`src/rtl/an_decoder_seq_if.sv`:
```
// Handshake and result bundle between the AN-coded datapath and the sequential decoder.
// The decoder takes the slave modport; the producer/consumer side takes master.
interface an_decoder_seq_if #(
  parameter int CW = 18,
  parameter int NW = 12,
  parameter int SW = 16,
  parameter int PW = $clog2(CW)
);
  logic          in_valid;
  logic          in_ready;
  logic [CW-1:0] ane;
  logic          out_valid;
  logic          out_ready;
  logic [NW-1:0] n_out;
  logic [PW-1:0] err_pos;
  logic          err_neg;
  logic          corrected;
  logic          uncorrectable;
  logic [SW-1:0] cnt_corr;
  logic [SW-1:0] cnt_unc;

  modport master (
    output in_valid, ane, out_ready,
    input  in_ready, out_valid, n_out, err_pos, err_neg, corrected, uncorrectable,
           cnt_corr, cnt_unc
  );

  modport slave (
    input  in_valid, ane, out_ready,
    output in_ready, out_valid, n_out, err_pos, err_neg, corrected, uncorrectable,
           cnt_corr, cnt_unc
  );
endinterface

```
`src/rtl/an_decoder_seq.sv`:
```
// Multi-cycle AN-code decoder: bit-serial residue, iterative single-error search,
// correction, then restoring division by A, with saturating event counters.
module an_decoder_seq #(
  parameter int A  = 37,
  parameter int NW = 12,
  parameter int CW = 18,
  parameter int RW = 6,
  parameter int SW = 16
) (
  input  logic               clk,
  input  logic               rst,
  an_decoder_seq_if.slave    bus
);
  localparam int PW = $clog2(CW);
  localparam logic [RW:0]   A_X  = (RW+1)'(A);
  localparam logic [PW-1:0] LAST = PW'(CW-1);

  typedef enum logic [2:0] {IDLE, RES, SRCH, DIV, DONE} state_t;

  state_t        state_q, state_d;
  logic [PW-1:0] cnt_q, cnt_d;
  logic [CW-1:0] code_q, code_d;
  logic [RW-1:0] r_q, r_d;
  logic [RW-1:0] p_q, p_d;
  logic          hit_q, hit_d;
  logic          neg_q, neg_d;
  logic [PW-1:0] pos_q, pos_d;
  logic          unc_q, unc_d;
  logic          out_valid_q, out_valid_d;
  logic [NW-1:0] n_out_q, n_out_d;
  logic [PW-1:0] err_pos_q, err_pos_d;
  logic          err_neg_q, err_neg_d;
  logic          corr_q, corr_d;
  logic          unc_out_q, unc_out_d;
  logic [SW-1:0] cnt_corr_q, cnt_corr_d;
  logic [SW-1:0] cnt_unc_q, cnt_unc_d;

  logic [RW:0]   shift_sum, shift_red, p_dbl, p_red;
  logic          shift_ge;
  logic [RW-1:0] p_neg;
  logic          hit_p, hit_n, hit_new, hit_now, neg_now;
  logic [PW-1:0] pos_now;
  logic [CW:0]   pow2, fix_sum;
  logic          last, bad;

  // Residue accumulation and division share the same shift-in-MSB / conditional-subtract step.
  always_comb begin
    shift_sum = {r_q, code_q[CW-1]};
    shift_ge  = (shift_sum >= A_X);
    shift_red = shift_ge ? (shift_sum - A_X) : shift_sum;
    p_dbl     = {p_q, 1'b0};
    p_red     = (p_dbl >= A_X) ? (p_dbl - A_X) : p_dbl;
    p_neg     = RW'(A) - p_q;
    hit_p     = (r_q == p_q);
    hit_n     = (r_q == p_neg);
    hit_new   = !hit_q && (r_q != '0) && (hit_p || hit_n);
    hit_now   = hit_q || hit_new;
    neg_now   = hit_q ? neg_q : !hit_p;
    pos_now   = hit_q ? pos_q : cnt_q;
    pow2      = (CW+1)'(1) << pos_now;
    fix_sum   = neg_now ? ({1'b0, code_q} + pow2) : ({1'b0, code_q} - pow2);
    last      = (cnt_q == LAST);
    bad       = unc_q || (r_q != '0) || (|code_q[CW-1:NW]);
  end

  always_comb begin
    state_d     = state_q;
    cnt_d       = cnt_q;
    code_d      = code_q;
    r_d         = r_q;
    p_d         = p_q;
    hit_d       = hit_q;
    neg_d       = neg_q;
    pos_d       = pos_q;
    unc_d       = unc_q;
    out_valid_d = out_valid_q;
    n_out_d     = n_out_q;
    err_pos_d   = err_pos_q;
    err_neg_d   = err_neg_q;
    corr_d      = corr_q;
    unc_out_d   = unc_out_q;
    cnt_corr_d  = cnt_corr_q;
    cnt_unc_d   = cnt_unc_q;

    case (state_q)
      IDLE: begin
        if (bus.in_valid) begin
          code_d  = bus.ane;
          r_d     = '0;
          p_d     = RW'(1);
          cnt_d   = '0;
          hit_d   = 1'b0;
          neg_d   = 1'b0;
          pos_d   = '0;
          unc_d   = 1'b0;
          state_d = RES;
        end
      end

      // Rotating the codeword through CW steps returns it intact for the correction step.
      RES: begin
        r_d    = shift_red[RW-1:0];
        code_d = {code_q[CW-2:0], code_q[CW-1]};
        cnt_d  = cnt_q + PW'(1);
        if (last) begin
          cnt_d   = '0;
          state_d = SRCH;
        end
      end

      SRCH: begin
        if (hit_new) begin
          hit_d = 1'b1;
          neg_d = !hit_p;
          pos_d = cnt_q;
        end
        p_d   = p_red[RW-1:0];
        cnt_d = cnt_q + PW'(1);
        if (last) begin
          cnt_d   = '0;
          r_d     = '0;
          state_d = DIV;
          if (r_q != '0) begin
            if (!hit_now) begin
              unc_d = 1'b1;
            end else begin
              code_d = fix_sum[CW-1:0];
              unc_d  = fix_sum[CW];
            end
          end
        end
      end

      // code_q doubles as dividend (shifted out at the top) and quotient (shifted in at the bottom).
      DIV: begin
        r_d    = shift_red[RW-1:0];
        code_d = {code_q[CW-2:0], shift_ge};
        cnt_d  = cnt_q + PW'(1);
        if (last) begin
          cnt_d   = '0;
          state_d = DONE;
        end
      end

      DONE: begin
        if (!out_valid_q) begin
          out_valid_d = 1'b1;
          if (bad) begin
            n_out_d   = '0;
            err_pos_d = '0;
            err_neg_d = 1'b0;
            corr_d    = 1'b0;
            unc_out_d = 1'b1;
          end else begin
            n_out_d   = code_q[NW-1:0];
            err_pos_d = pos_q;
            err_neg_d = neg_q;
            corr_d    = hit_q;
            unc_out_d = 1'b0;
          end
        end else if (bus.out_ready) begin
          out_valid_d = 1'b0;
          state_d     = IDLE;
          if (corr_q && (cnt_corr_q != {SW{1'b1}})) cnt_corr_d = cnt_corr_q + SW'(1);
          if (unc_out_q && (cnt_unc_q != {SW{1'b1}})) cnt_unc_d = cnt_unc_q + SW'(1);
        end
      end

      default: state_d = IDLE;
    endcase
  end

  always_ff @(posedge clk) begin
    if (rst) begin
      state_q     <= IDLE;
      cnt_q       <= '0;
      code_q      <= '0;
      r_q         <= '0;
      p_q         <= '0;
      hit_q       <= 1'b0;
      neg_q       <= 1'b0;
      pos_q       <= '0;
      unc_q       <= 1'b0;
      out_valid_q <= 1'b0;
      n_out_q     <= '0;
      err_pos_q   <= '0;
      err_neg_q   <= 1'b0;
      corr_q      <= 1'b0;
      unc_out_q   <= 1'b0;
      cnt_corr_q  <= '0;
      cnt_unc_q   <= '0;
    end else begin
      state_q     <= state_d;
      cnt_q       <= cnt_d;
      code_q      <= code_d;
      r_q         <= r_d;
      p_q         <= p_d;
      hit_q       <= hit_d;
      neg_q       <= neg_d;
      pos_q       <= pos_d;
      unc_q       <= unc_d;
      out_valid_q <= out_valid_d;
      n_out_q     <= n_out_d;
      err_pos_q   <= err_pos_d;
      err_neg_q   <= err_neg_d;
      corr_q      <= corr_d;
      unc_out_q   <= unc_out_d;
      cnt_corr_q  <= cnt_corr_d;
      cnt_unc_q   <= cnt_unc_d;
    end
  end

  assign bus.in_ready      = (state_q == IDLE);
  assign bus.out_valid     = out_valid_q;
  assign bus.n_out         = n_out_q;
  assign bus.err_pos       = err_pos_q;
  assign bus.err_neg       = err_neg_q;
  assign bus.corrected     = corr_q;
  assign bus.uncorrectable = unc_out_q;
  assign bus.cnt_corr      = cnt_corr_q;
  assign bus.cnt_unc       = cnt_unc_q;
endmodule

```
`src/flat_wrapper.sv`:
```
// flat-port wrapper written by rule: the top's interface ports become plain ports
module an_decoder_seq_flat 
#(
  parameter int A  = 37,
  parameter int NW = 12,
  parameter int CW = 18,
  parameter int RW = 6,
  parameter int SW = 16
)
  (clk, rst, bus_in_valid, bus_ane, bus_out_ready, bus_in_ready, bus_out_valid, bus_n_out, bus_err_pos, bus_err_neg, bus_corrected, bus_uncorrectable, bus_cnt_corr, bus_cnt_unc);
  an_decoder_seq_if #(.CW(CW), .NW(NW), .SW(SW)) bus_i ();
  input  logic clk;
  input  logic rst;
  input wire logic [$bits(bus_i.in_valid)-1:0] bus_in_valid;
  input wire logic [$bits(bus_i.ane)-1:0] bus_ane;
  input wire logic [$bits(bus_i.out_ready)-1:0] bus_out_ready;
  output wire logic [$bits(bus_i.in_ready)-1:0] bus_in_ready;
  output wire logic [$bits(bus_i.out_valid)-1:0] bus_out_valid;
  output wire logic [$bits(bus_i.n_out)-1:0] bus_n_out;
  output wire logic [$bits(bus_i.err_pos)-1:0] bus_err_pos;
  output wire logic [$bits(bus_i.err_neg)-1:0] bus_err_neg;
  output wire logic [$bits(bus_i.corrected)-1:0] bus_corrected;
  output wire logic [$bits(bus_i.uncorrectable)-1:0] bus_uncorrectable;
  output wire logic [$bits(bus_i.cnt_corr)-1:0] bus_cnt_corr;
  output wire logic [$bits(bus_i.cnt_unc)-1:0] bus_cnt_unc;
  assign bus_i.in_valid = bus_in_valid;
  assign bus_i.ane = bus_ane;
  assign bus_i.out_ready = bus_out_ready;
  assign bus_in_ready = bus_i.in_ready;
  assign bus_out_valid = bus_i.out_valid;
  assign bus_n_out = bus_i.n_out;
  assign bus_err_pos = bus_i.err_pos;
  assign bus_err_neg = bus_i.err_neg;
  assign bus_corrected = bus_i.corrected;
  assign bus_uncorrectable = bus_i.uncorrectable;
  assign bus_cnt_corr = bus_i.cnt_corr;
  assign bus_cnt_unc = bus_i.cnt_unc;
  an_decoder_seq #(.A(A), .NW(NW), .CW(CW), .RW(RW), .SW(SW)) u_core (.clk(clk), .rst(rst), .bus(bus_i));
endmodule
```
`config.mk`:
```
export PLATFORM = sky130hd
export DESIGN_NAME = an_decoder_seq_flat
export DESIGN_NICKNAME = d
export VERILOG_FILES = /design/src/rtl/an_decoder_seq_if.sv /design/src/rtl/an_decoder_seq.sv /design/src/flat_wrapper.sv
export SDC_FILE = /design/constraint.sdc
export NUM_CORES = 1
export LEC_CHECK = 0
export ABC_CLOCK_PERIOD_IN_PS = 10100
export BUFFER_PORTS_ARGS = -buffer_cell sky130_fd_sc_hd__buf_2
export CAP_MARGIN = 15
export CORE_MARGIN = 1
export CORE_UTILIZATION = 40
export CTS_BUF_LIST = sky130_fd_sc_hd__clkbuf_2
export CTS_CLUSTER_DIAMETER = 60
export DETAILED_ROUTE_END_ITERATION = 16
export HOLD_SLACK_MARGIN = 0.15
export PLACE_DENSITY = 0.61
export SKIP_LAST_GASP = 1
export SLEW_MARGIN = 40
export SYNTH_ARGS = -nofsm -noshare
export SYNTH_HDL_FRONTEND = slang
export SYNTH_SLANG_ARGS = --single-unit
```
`constraint.sdc`:
```
create_clock -name clk -period 10.1 [get_ports clk]
set_input_delay 0.505 -clock clk [delete_from_list [all_inputs] [get_ports clk]]
set_output_delay 0.505 -clock clk [all_outputs]
set_load 0.01 [all_outputs]
```
==> impl_metrics.tcl, run 1 <==
set metrics [dict create \
    clk_latency_ns 0.63 \
    final.setup_skew_ns 0.0428 \
    hold-path-endpoint "u_core.code_q[9]" \
    power.density_mw_per_mm2 121 \
    dp_slack_ns 5.56 \
    drv_cap 0 \
    ant_nets 0 \
    dr.pass1.iters 5 \
    grt_max_degree 50 \
    syn_nets 820 \
    ios 76 \
    dp_hpwl_mm 11.2 \
    r2r-start "u_core.hit_q" \
    cp_max_fo 23 \
    first_iter_violations 339 \
    hp-class "in -> reg" \
    yosysSeqAreaShare_pct 32.2 \
    synthesis.area_sq_mm 0.00616 \
    yosysWarnings 0 \
    coreArea_sq_mm 0.0151 \
    hp-start "bus_ane[9]" \
    fin_tns_setup_ns 0 \
    final_common_cell "nor2_1" \
    crit_buf_inv 0 \
    drive_gt1_share_pct 15.6 \
    syn2layout_area_growth_pct 9.09 \
    start_util_pct 40.7 \
    path_clk_slew_ns 0.31 \
    cp_cell_sequence "nor3_1 > a21oi_2 > nor2_1 > nand2_1 > ha_1 > o21ai_0 > and2_1 > xnor2_1 > ha_1 > a211oi_1 > nor2_1 > a211o_1 > a41oi_1 > o21ai_1 > xor2_1 > a311oi_1" \
    async_flop_share_pct 0 \
    wl_per_cell_um 15.6 \
    path_class "reg -> reg" \
    die_area_sq_mm 0.0159 \
    hold_buffers 2 \
    ff2ff_path_depth 16 \
    fp.dieW_um 126 \
    fin_ws_ns 5.34 \
    outcome "complete, no violations" \
    ys_ff_latch 99 \
    grt_pass1_vias 4879 \
    hold_depth 3 \
    cts_resized 0 \
    synth-edff-count 0 \
    portBuffers 75 \
    crit_slowest_cell "dfxtp_1" \
    drt-total-wl_mm 15.7 \
    drc 0 \
    num_vias 5603 \
    grt_pass1_wl_mm 25.5 \
    routabilityCongestion 0.904 \
    r2r_slack_ns 5.34 \
    track_usage_pct 20.0 \
    cp.arrival_ns 5.31 \
    clockBufferDepth 2 \
    viasPerCell 5.55 \
    cts_inserted_buffers 9 \
    fin_crit_ns 4.76 \
    tightest_slew_ns 0.814 \
    critPathTopFamily "compound AO/OA/AOI/OAI gates" \
    relSlewSlack_pct 45.6 \
    critPathCaptureType "flop" \
    setup_viol 0 \
    avgSynthCellArea_sq_um 8.01 \
    netlist_instances 769 \
    post_cts_buffers 0 \
    cts_tree "built" \
    post-route-period-util_pct 47.1 \
    peakVddDrop_mv 0.0510 \
    cts.sinks 99 \
    final_net_count 866 \
    synth_cell_types 74 \
    critPathRequiredTime_ns 10.65 \
    slowest_delay_ns 0.92 \
    grt_setup_unrepaired "no" \
    grt.overflow.total 0 \
    mostFrequentLayoutCells "nor2_1 (120), dfxtp_1 (99), buf_2 (74)" \
    p_leak_nw 2.79 \
    final_max_slew_viol_count 0 \
    start_kind "flop" \
    max_freq_mhz 210 \
    die_height_um 126 \
    antenna_found_initial 1 \
    hold_violations 0 \
    cts_root_buf "clkbuf_2" \
    htreeDepth 3 \
    num_rows 45 \
    synthFlopType "dfxtp_1" \
    timing.hold.ws_ns 0.206 \
    r2r-end "u_core.unc_q" \
]
## per-stage QoR
step | cell area (sq um) | power [mW] | cells | utilization (%)
4_1_cts | 6720 | 0.818 | 1008 | 44.4
3_5_place_dp | 6610 | 0.631 | 990 | 43.6
2_1_floorplan | 6160 | 0.586 | 769 | -
6_report | 6720 | 0.811 | 1009 | 44.4
3_3_place_gp | 6600 | 0.632 | 990 | 43.6
5_1_grt | 6720 | 0.860 | 1009 | 44.4
## power breakdown
part	leakage, nW	internal, mW	switching, mW
clock	0.0620	0.0347	0.148
sequential	0.802	0.400	0.0130
combinational	1.92	0.0875	0.127
total	2.79	0.522	0.288
## worst register-to-register path, cell delays in order (launching register included)
cell and delay, ns:
dfxtp_1 0.92, nor3_1 0.16, a21oi_2 0.37, nor2_1 0.16, nand2_1 0.13, ha_1 0.31
o21ai_0 0.24, and2_1 0.26, xnor2_1 0.14, ha_1 0.21, a211oi_1 0.25, nor2_1 0.08
a211o_1 0.26, a41oi_1 0.60, o21ai_1 0.18, xor2_1 0.17, a311oi_1 0.26
## cells in the mapped netlist, types with 3 or more instances
cell type / count / area share, %
a21boi_0: 3 / 0.37
a211o_1: 3 / 0.43
xor2_1: 37 / 5.3
nor4_1: 4 / 0.41
a311oi_1: 10 / 1.4
or3_1: 4 / 0.41
o21a_1: 7 / 0.85
and3_1: 15 / 1.5
nor2b_1: 8 / 0.81
and2_1: 5 / 0.51
nor3_1: 20 / 1.6
ha_1: 28 / 5.7
nand3_1: 22 / 1.8
o21ai_0: 29 / 2.4
nand4_1: 8 / 0.81
a211oi_1: 8 / 0.97
buf_2: 10 / 0.81
a21oi_1: 50 / 4.1
dfxtp_1: 99 / 32
a22o_1: 6 / 0.85
o31ai_1: 7 / 0.85
or2_2: 3 / 0.30
a211oi_2: 9 / 1.8
a221oi_1: 9 / 1.3
a41oi_1: 3 / 0.43
a22oi_1: 31 / 3.8
nor2_2: 3 / 0.30
a31oi_1: 6 / 0.61
clkbuf_1: 33 / 2.0
o22ai_1: 3 / 0.30
mux2i_1: 7 / 1.1
xnor2_1: 20 / 2.8
inv_1: 17 / 1.0
nand2_1: 62 / 3.8
nor3b_1: 3 / 0.37
a21o_1: 9 / 1.1
nor2_1: 120 / 7.3
## how the worst max path moves through the flow
stage / from / depth (start not counted) / to
after floorplan: u_core.hit_q / 16 / u_core.code_q[17]
after global placement: u_core.hit_q / 15 / u_core.unc_q
after detailed placement: u_core.hit_q / 15 / u_core.unc_q
after CTS: u_core.hit_q / 16 / u_core.unc_q
after global routing: u_core.hit_q / 16 / u_core.unc_q
final: u_core.hit_q / 16 / u_core.unc_q
## registers in the layout (all words and copies together) (netlist names)
signal,count
u_core.bus.err_pos,5
u_core.neg_q,1
u_core.bus.uncorrectable,1
u_core.p_q,6
u_core.unc_q,1
u_core.hit_q,1
u_core.code_q,18
u_core.bus.corrected,1
u_core.r_q,6
u_core.cnt_q,5
u_core.bus.out_valid,1
u_core.bus.err_neg,1
u_core.bus.cnt_unc,16
u_core.pos_q,5
u_core.state_q,3
u_core.bus.n_out,12
u_core.bus.cnt_corr,16
## cell type report
| type | count | area [sq um] |
|---|---|---|
| clock inverters | 7 | 50.0 |
| well taps | 188 | 235 |
| fillers | 1526 | 8420 |
| diodes | 1 | 2.50 |
| repair buffers | 85 | 458 |
| multi-input cells | 603 | 3890 |
| clock buffers | 9 | 45.0 |
| inverters | 17 | 63.8 |
| flip-flops and latches | 99 | 1980 |
## per-layer routing
metal | GRT usage, % | part of all wire [%] | vias up | wire [um]
met5 | 0 | 0 | - | 0
met4 | 5.53 | 1.1 | 0 | 166
met3 | 3.44 | 4.5 | 12 | 713
met2 | 30.7 | 44 | 137 | 6900
met1 | 28.8 | 50 | 2585 | 7920
li1 | - | - | 2869 | -
## logic make-up (layout without fill, tap and decap cells)
group	count (synthesis)	in the layout	share of synthesized area, %
buf+inv	67	118	5.03
fa+ha+maj	29	29	6.01
flops	99	99	32.2
compound gates	213	213	24.6
other cells	0	1	0
mux	9	9	1.50
xor+xnor	58	58	8.36
simple gates	294	294	22.4
No activity file was read; power rests on OpenSTA's default activity.
==> run 2: changes to the inputs <==
- ABC_CLOCK_PERIOD_IN_PS: 10100 -> 3950
- PLACE_DENSITY: 0.61 -> 0.63
- clock period: 10.1 -> 3.95 ns (I/O delays scaled with it)
==> run 2 against run 1 <==
Register-to-register slack worse by 5.1 ns. Worst hold slack better by 0.19 ns. Clock power grew to 3.0 times the previous value. Final area is 6.5% higher. Die area stayed put. Worst setup slack worse by 5.1 ns. Clock skew is 0.0020 ns higher. Critical path depth stayed put. Cell count is 4.2% higher.
==> impl_metrics.tcl, run 2 (same netlist as run 1, synthesis figures left out) <==
set metrics [dict create \
    seq_area_sq_mm 0.00199 \
    netSwitchingFraction_pct 34.6 \
    num_vias 5820 \
    fin_util_pct 47.3 \
    design_area_sq_mm 0.00716 \
    tightest_slew_ns 0.778 \
    regMostFlops "u_core.code_q" \
    wl_per_cell_um 15.5 \
    power.density_mw_per_mm2 307 \
    num_rows 45 \
    path_clk_slew_ns 0.32 \
    track_usage_pct 20.9 \
    pwr-share-seq_pct 47.9 \
    antenna_found_initial 1 \
    grt_pass1_vias 5250 \
    viasPerCell 5.54 \
    cp_cell_sequence "mux2_2 > nor2_1 > nand2_1 > ha_1 > o21ai_0 > and2_1 > o31ai_1 > o31ai_2 > ha_1 > a21oi_1 > o221ai_1 > a21boi_0 > a21boi_1 > xnor2_1 > nand2_1 > a311oi_1" \
    internal-power_mw 1.44 \
    cts_inserted_buffers 9 \
    portBuffers 75 \
    largest_register_ffs 18 \
    max_freq_mhz 273 \
    htreeDepth 3 \
    drive_gt1_share_pct 18.4 \
    clockBufferDepth 2 \
    p_leak_nw 3.01 \
    ant_nets 0 \
    nFillCells 1553 \
    ios 76 \
    p_switching_mw 0.762 \
    pwr-share-clk_pct 25.3 \
    peakVddDrop_mv 0.206 \
    multiInputGateArea_sq_mm 0.00392 \
    routabilityCongestion 0.886 \
    relSlewSlack_pct 47.6 \
    place_area_sq_mm 0.00677 \
    slowest_delay_ns 0.44 \
    coreArea_sq_mm 0.0151 \
    cp.arrival_ns 4.29 \
    final_max_slew_viol_count 0 \
    critPathCaptureType "flop" \
    drt-total-wl_mm 16.3 \
    final_net_count 908 \
    die_height_um 126 \
    fin_ws_ns 0.288 \
    post-route-period-util_pct 92.7 \
    cts_tree "built" \
    cp_max_fo 11 \
    path_class "reg -> reg" \
    cts_root_buf "clkbuf_2" \
    setup_viol 0 \
    final.setup_skew_ns 0.0448 \
    fin_crit_ns 3.66 \
    syn2layout_area_growth_pct 16.1 \
    start_util_pct 40.7 \
    hp-class "in -> reg" \
    fin_total_pwr_mw 2.20 \
    outcome "complete, no violations" \
    fin_tns_setup_ns 0 \
    fin_cells 1051 \
    dr.pass1.iters 5 \
    dp_hpwl_mm 11.7 \
    die_area_sq_mm 0.0159 \
    first_iter_violations 356 \
    drv_cap 0 \
    critPathRequiredTime_ns 4.57 \
    grt_max_degree 55 \
    p_comb_share_pct 26.7 \
    placed_cells 1013 \
    post_cts_buffers 0 \
    grt.overflow.total 0 \
    timing.hold.ws_ns 0.395 \
    grt_setup_unrepaired "yes" \
    clk_latency_ns 0.67 \
    final_common_cell "nor2_1" \
    cts.sinks 99 \
    start_kind "flop" \
    grt_pass1_wl_mm 26.6 \
    mostFrequentLayoutCells "nor2_1 (120), dfxtp_1 (97), buf_2 (74)" \
    drc 0 \
    crit_slowest_cell "dfxtp_4" \
    hold_violations 0 \
    fp.dieW_um 126 \
    dp_slack_ns 0.116 \
]
run 2: changes by cell type in the layout (fill, tap and decap cells not counted), sizes merged:
cell and change:
buf +23, dlygate4sd3 +19, bufinv +1, clkinv -1
run 2: area by class of cell:
cell class / instances / area share [%]
Multi-Input combinational cell: 603 / 54.7
Clock inverter: 7 / 1.21
Timing Repair Buffer: 127 / 11.5
Tap cell: 188 / 3.29
Clock buffer: 9 / 0.629
Antenna cell: 1 / 0.0350
Sequential cell: 99 / 27.8
Inverter: 17 / 0.891
run 2: what timing repair did:
item,4_1_cts,5_1_grt
endpoints found under the hold margin,56,0
resized for setup,0,11
hold buffers,21,0
setup endpoints to repair,0,10
run 2: per-layer routing:
layer / routed length (um) / GRT usage, %
met3: 654 / 3.44
met2: 7450 / 33.1
met1: 7960 / 28.6
met5: 0 / 0
met4: 265 / 7.37
run 2: worst paths after layout:
| kind | from | cells after the start | slack [ns] | endpoint |
|---|---|---|---|---|
| setup reg to reg | u_core.hit_q | 16 | 0.29 | u_core.code_q[15] |
| setup / recovery | u_core.hit_q | 16 | 0.29 | u_core.code_q[15] |
| hold reg to reg | u_core.bus.cnt_corr[5] | 2 | 0.52 | u_core.bus.cnt_corr[5] |
| hold / removal | bus_ane[2] | 4 | 0.40 | u_core.code_q[2] |
run 2: power groups by stage:
stage	clock [mW]	sequential, mW	combinational [mW]
5_1_grt	0.612	1.06	0.651
6_report	0.557	1.05	0.588
4_1_cts	0.574	1.05	0.578
3_3_place_gp	0	1.07	0.560
2_1_floorplan	0	1.06	0.443
3_5_place_dp	0	1.07	0.559
run 2: worst max-delay path, delay by kind of cell, from the launching register on:
kind | cells | cell delay [ns]
flip-flops | 1 | 0.44
adder cells (fa/ha/maj) | 2 | 0.65
multiplexers | 1 | 0.44
AND/OR/NAND/NOR | 4 | 0.56
AO/OA/AOI/OAI | 8 | 1.38
XOR/XNOR | 1 | 0.16
==> run 3: changes to the inputs <==
- ABC_CLOCK_PERIOD_IN_PS: 3950 -> 4670
- PLACE_DENSITY: 0.63 -> 0.61
- clock period: 3.95 -> 4.67 ns (I/O delays scaled with it)
==> run 3 against run 2 <==
Die area did not move. Critical endpoint unchanged. Clock skew rose by 0.018 ns. Worst setup slack improved by 0.19 ns. Sequential power shrank 15%. Final area down 3.2%. Clock power shrank 29%. Fmax shrank 13%. Critical path depth did not move. Combinational power shrank 18%. Sequential cell count unchanged.
==> impl_metrics.tcl, run 3 (same netlist as run 1, synthesis figures left out) <==
set metrics [dict create \
    num_rows 45 \
    post_cts_buffers 0 \
    place_area_sq_mm 0.00662 \
    post-route-period-util_pct 89.7 \
    critPathRequiredTime_ns 5.23 \
    cts_root_buf "clkbuf_2" \
    track_usage_pct 20.6 \
    met1_usage_pct 29.4 \
    max_freq_mhz 239 \
    cp_cell_sequence "mux2_2 > nor2_1 > nand2_1 > ha_1 > a21oi_1 > o32ai_1 > a21oi_1 > o21ai_0 > ha_1 > a21o_1 > a211oi_1 > a21oi_1 > a21boi_0 > xnor2_1 > nand2_1 > a311oi_1" \
    regMostFlops "u_core.code_q" \
    cts_tree "built" \
    htreeDepth 3 \
    drive_gt1_share_pct 15.7 \
    relSlewSlack_pct 48.1 \
    wl_per_cell_um 15.4 \
    peakVddDrop_mv 0.114 \
    ios 76 \
    cts.sinks 99 \
    start_kind "flop" \
    first_iter_violations 342 \
    grt_pass1_wl_mm 26.5 \
    final_max_slew_viol_count 0 \
    grt_pass1_vias 5156 \
    path_clk_slew_ns 0.31 \
    routabilityCongestion 0.886 \
    drt-total-wl_mm 15.9 \
    ant_nets 0 \
    portBuffers 75 \
    grt_max_degree 52 \
    drv_cap 0 \
    antenna_found_initial 1 \
    coreArea_sq_mm 0.0151 \
    dr.pass1.iters 5 \
    final_net_count 888 \
    slowest_delay_ns 0.56 \
    cp.arrival_ns 4.75 \
    tightest_slew_ns 0.771 \
    fin_util_pct 45.7 \
    cts_inserted_buffers 9 \
    path_class "reg -> reg" \
    die_area_sq_mm 0.0159 \
    final_common_cell "nor2_1" \
    cp_common_cell "a21oi_1" \
    syn2layout_area_growth_pct 12.4 \
    power.density_mw_per_mm2 255 \
    crit_slowest_cell "dfxtp_2" \
    mostFrequentLayoutCells "nor2_1 (120), dfxtp_1 (98), buf_2 (74)" \
    busiest_layer "met2" \
    crit_buf_inv 0 \
    dp_hpwl_mm 11.1 \
    fp.dieW_um 126 \
    grt_setup_unrepaired "no" \
    design_area_sq_mm 0.00693 \
    die_height_um 126 \
    clk_latency_ns 0.64 \
    drc 0 \
    cp_max_fo 13 \
    dp_slack_ns 0.478 \
    grtUsageMet3_pct 3.10 \
    fin_ws_ns 0.480 \
    fin_crit_ns 4.19 \
    fin_tns_setup_ns 0 \
    num_vias 5715 \
    hold_violations 0 \
    grt.overflow.total 0 \
    critPathTopFamily "compound AO/OA/AOI/OAI gates" \
    hp-class "in -> reg" \
    largest_register_ffs 18 \
    final.setup_skew_ns 0.0630 \
    viasPerCell 5.54 \
    setup_viol 0 \
    outcome "complete, no violations" \
    p_leak_nw 2.88 \
    clockBufferDepth 2 \
    start_util_pct 40.7 \
    gr-usage-met2_pct 32.3 \
    critPathCaptureType "flop" \
]
==> run 3: cell count changes in the layout (fill, tap and decap cells not counted), moves of 2 or more <==
| cell | delta |
|---|---|
| clkbuf_2 | +2 |
| nor3_1 | +2 |
| buf_4 | -20 |
| clkinv_2 | +2 |
| nor3_2 | -2 |
==> run 3: layer usage <==
metal / wire length, um / up-vias
met5: 0 / -
met4: 172 / 0
met3: 641 / 14
met2: 7070 / 141
met1: 8020 / 2649
li1: - / 2911
==> run 3: area by class of cell <==
type | instances | area [sq um]
Fill cell | 1488 | 8220
Multi-Input combinational cell | 603 | 3880
Sequential cell | 99 | 1980
Timing Repair Buffer | 107 | 671
Tap cell | 188 | 235
Inverter | 17 | 63.8
Clock buffer | 11 | 55.1
Clock inverter | 5 | 37.5
Antenna cell | 1 | 2.50
==> run 3: where the power goes <==
part	internal, mW	switching (mW)
Combinational	0.202	0.278
Clock	0.0791	0.315
Sequential	0.865	0.0279
==> run 3: worst register-to-register path, delay by kind of cell, from the launching register on <==
family / cells / cell delay (ns)
AOI/OAI and AO/OA: 9 / 1.78
adders and majority gates: 2 / 0.68
DFF: 1 / 0.56
muxes: 1 / 0.48
and+or+nand+nor: 3 / 0.44
xor gates and xnor gates: 1 / 0.16
==> run 3: worst paths after layout <==
kind | start | end | cells past startpoint | slack, ns
setup / recovery | u_core.hit_q | u_core.code_q[15] | 16 | 0.48
hold reg to reg | u_core.bus.cnt_corr[5] | u_core.bus.cnt_corr[5] | 2 | 0.53
setup reg to reg | u_core.hit_q | u_core.code_q[15] | 16 | 0.48
hold / removal | bus_ane[0] | u_core.code_q[0] | 4 | 0.21
==> run 3: metrics by stage <==
step	std cells	hold WS, ns	power, mW
final	1031	0.209	1.77
after global routing	1031	0.191	1.87
after CTS	1030	0.189	1.78
after detailed placement	993	0.496	1.37
after global placement	993	0.490	1.37
after floorplan	769	0.435	1.27
==> run 3: repair_timing <==
item                                   CTS  global route
hold buffers                            21             0
resized for setup                        0             1
setup endpoints to repair                0             2
endpoints found under the hold margin   58             0
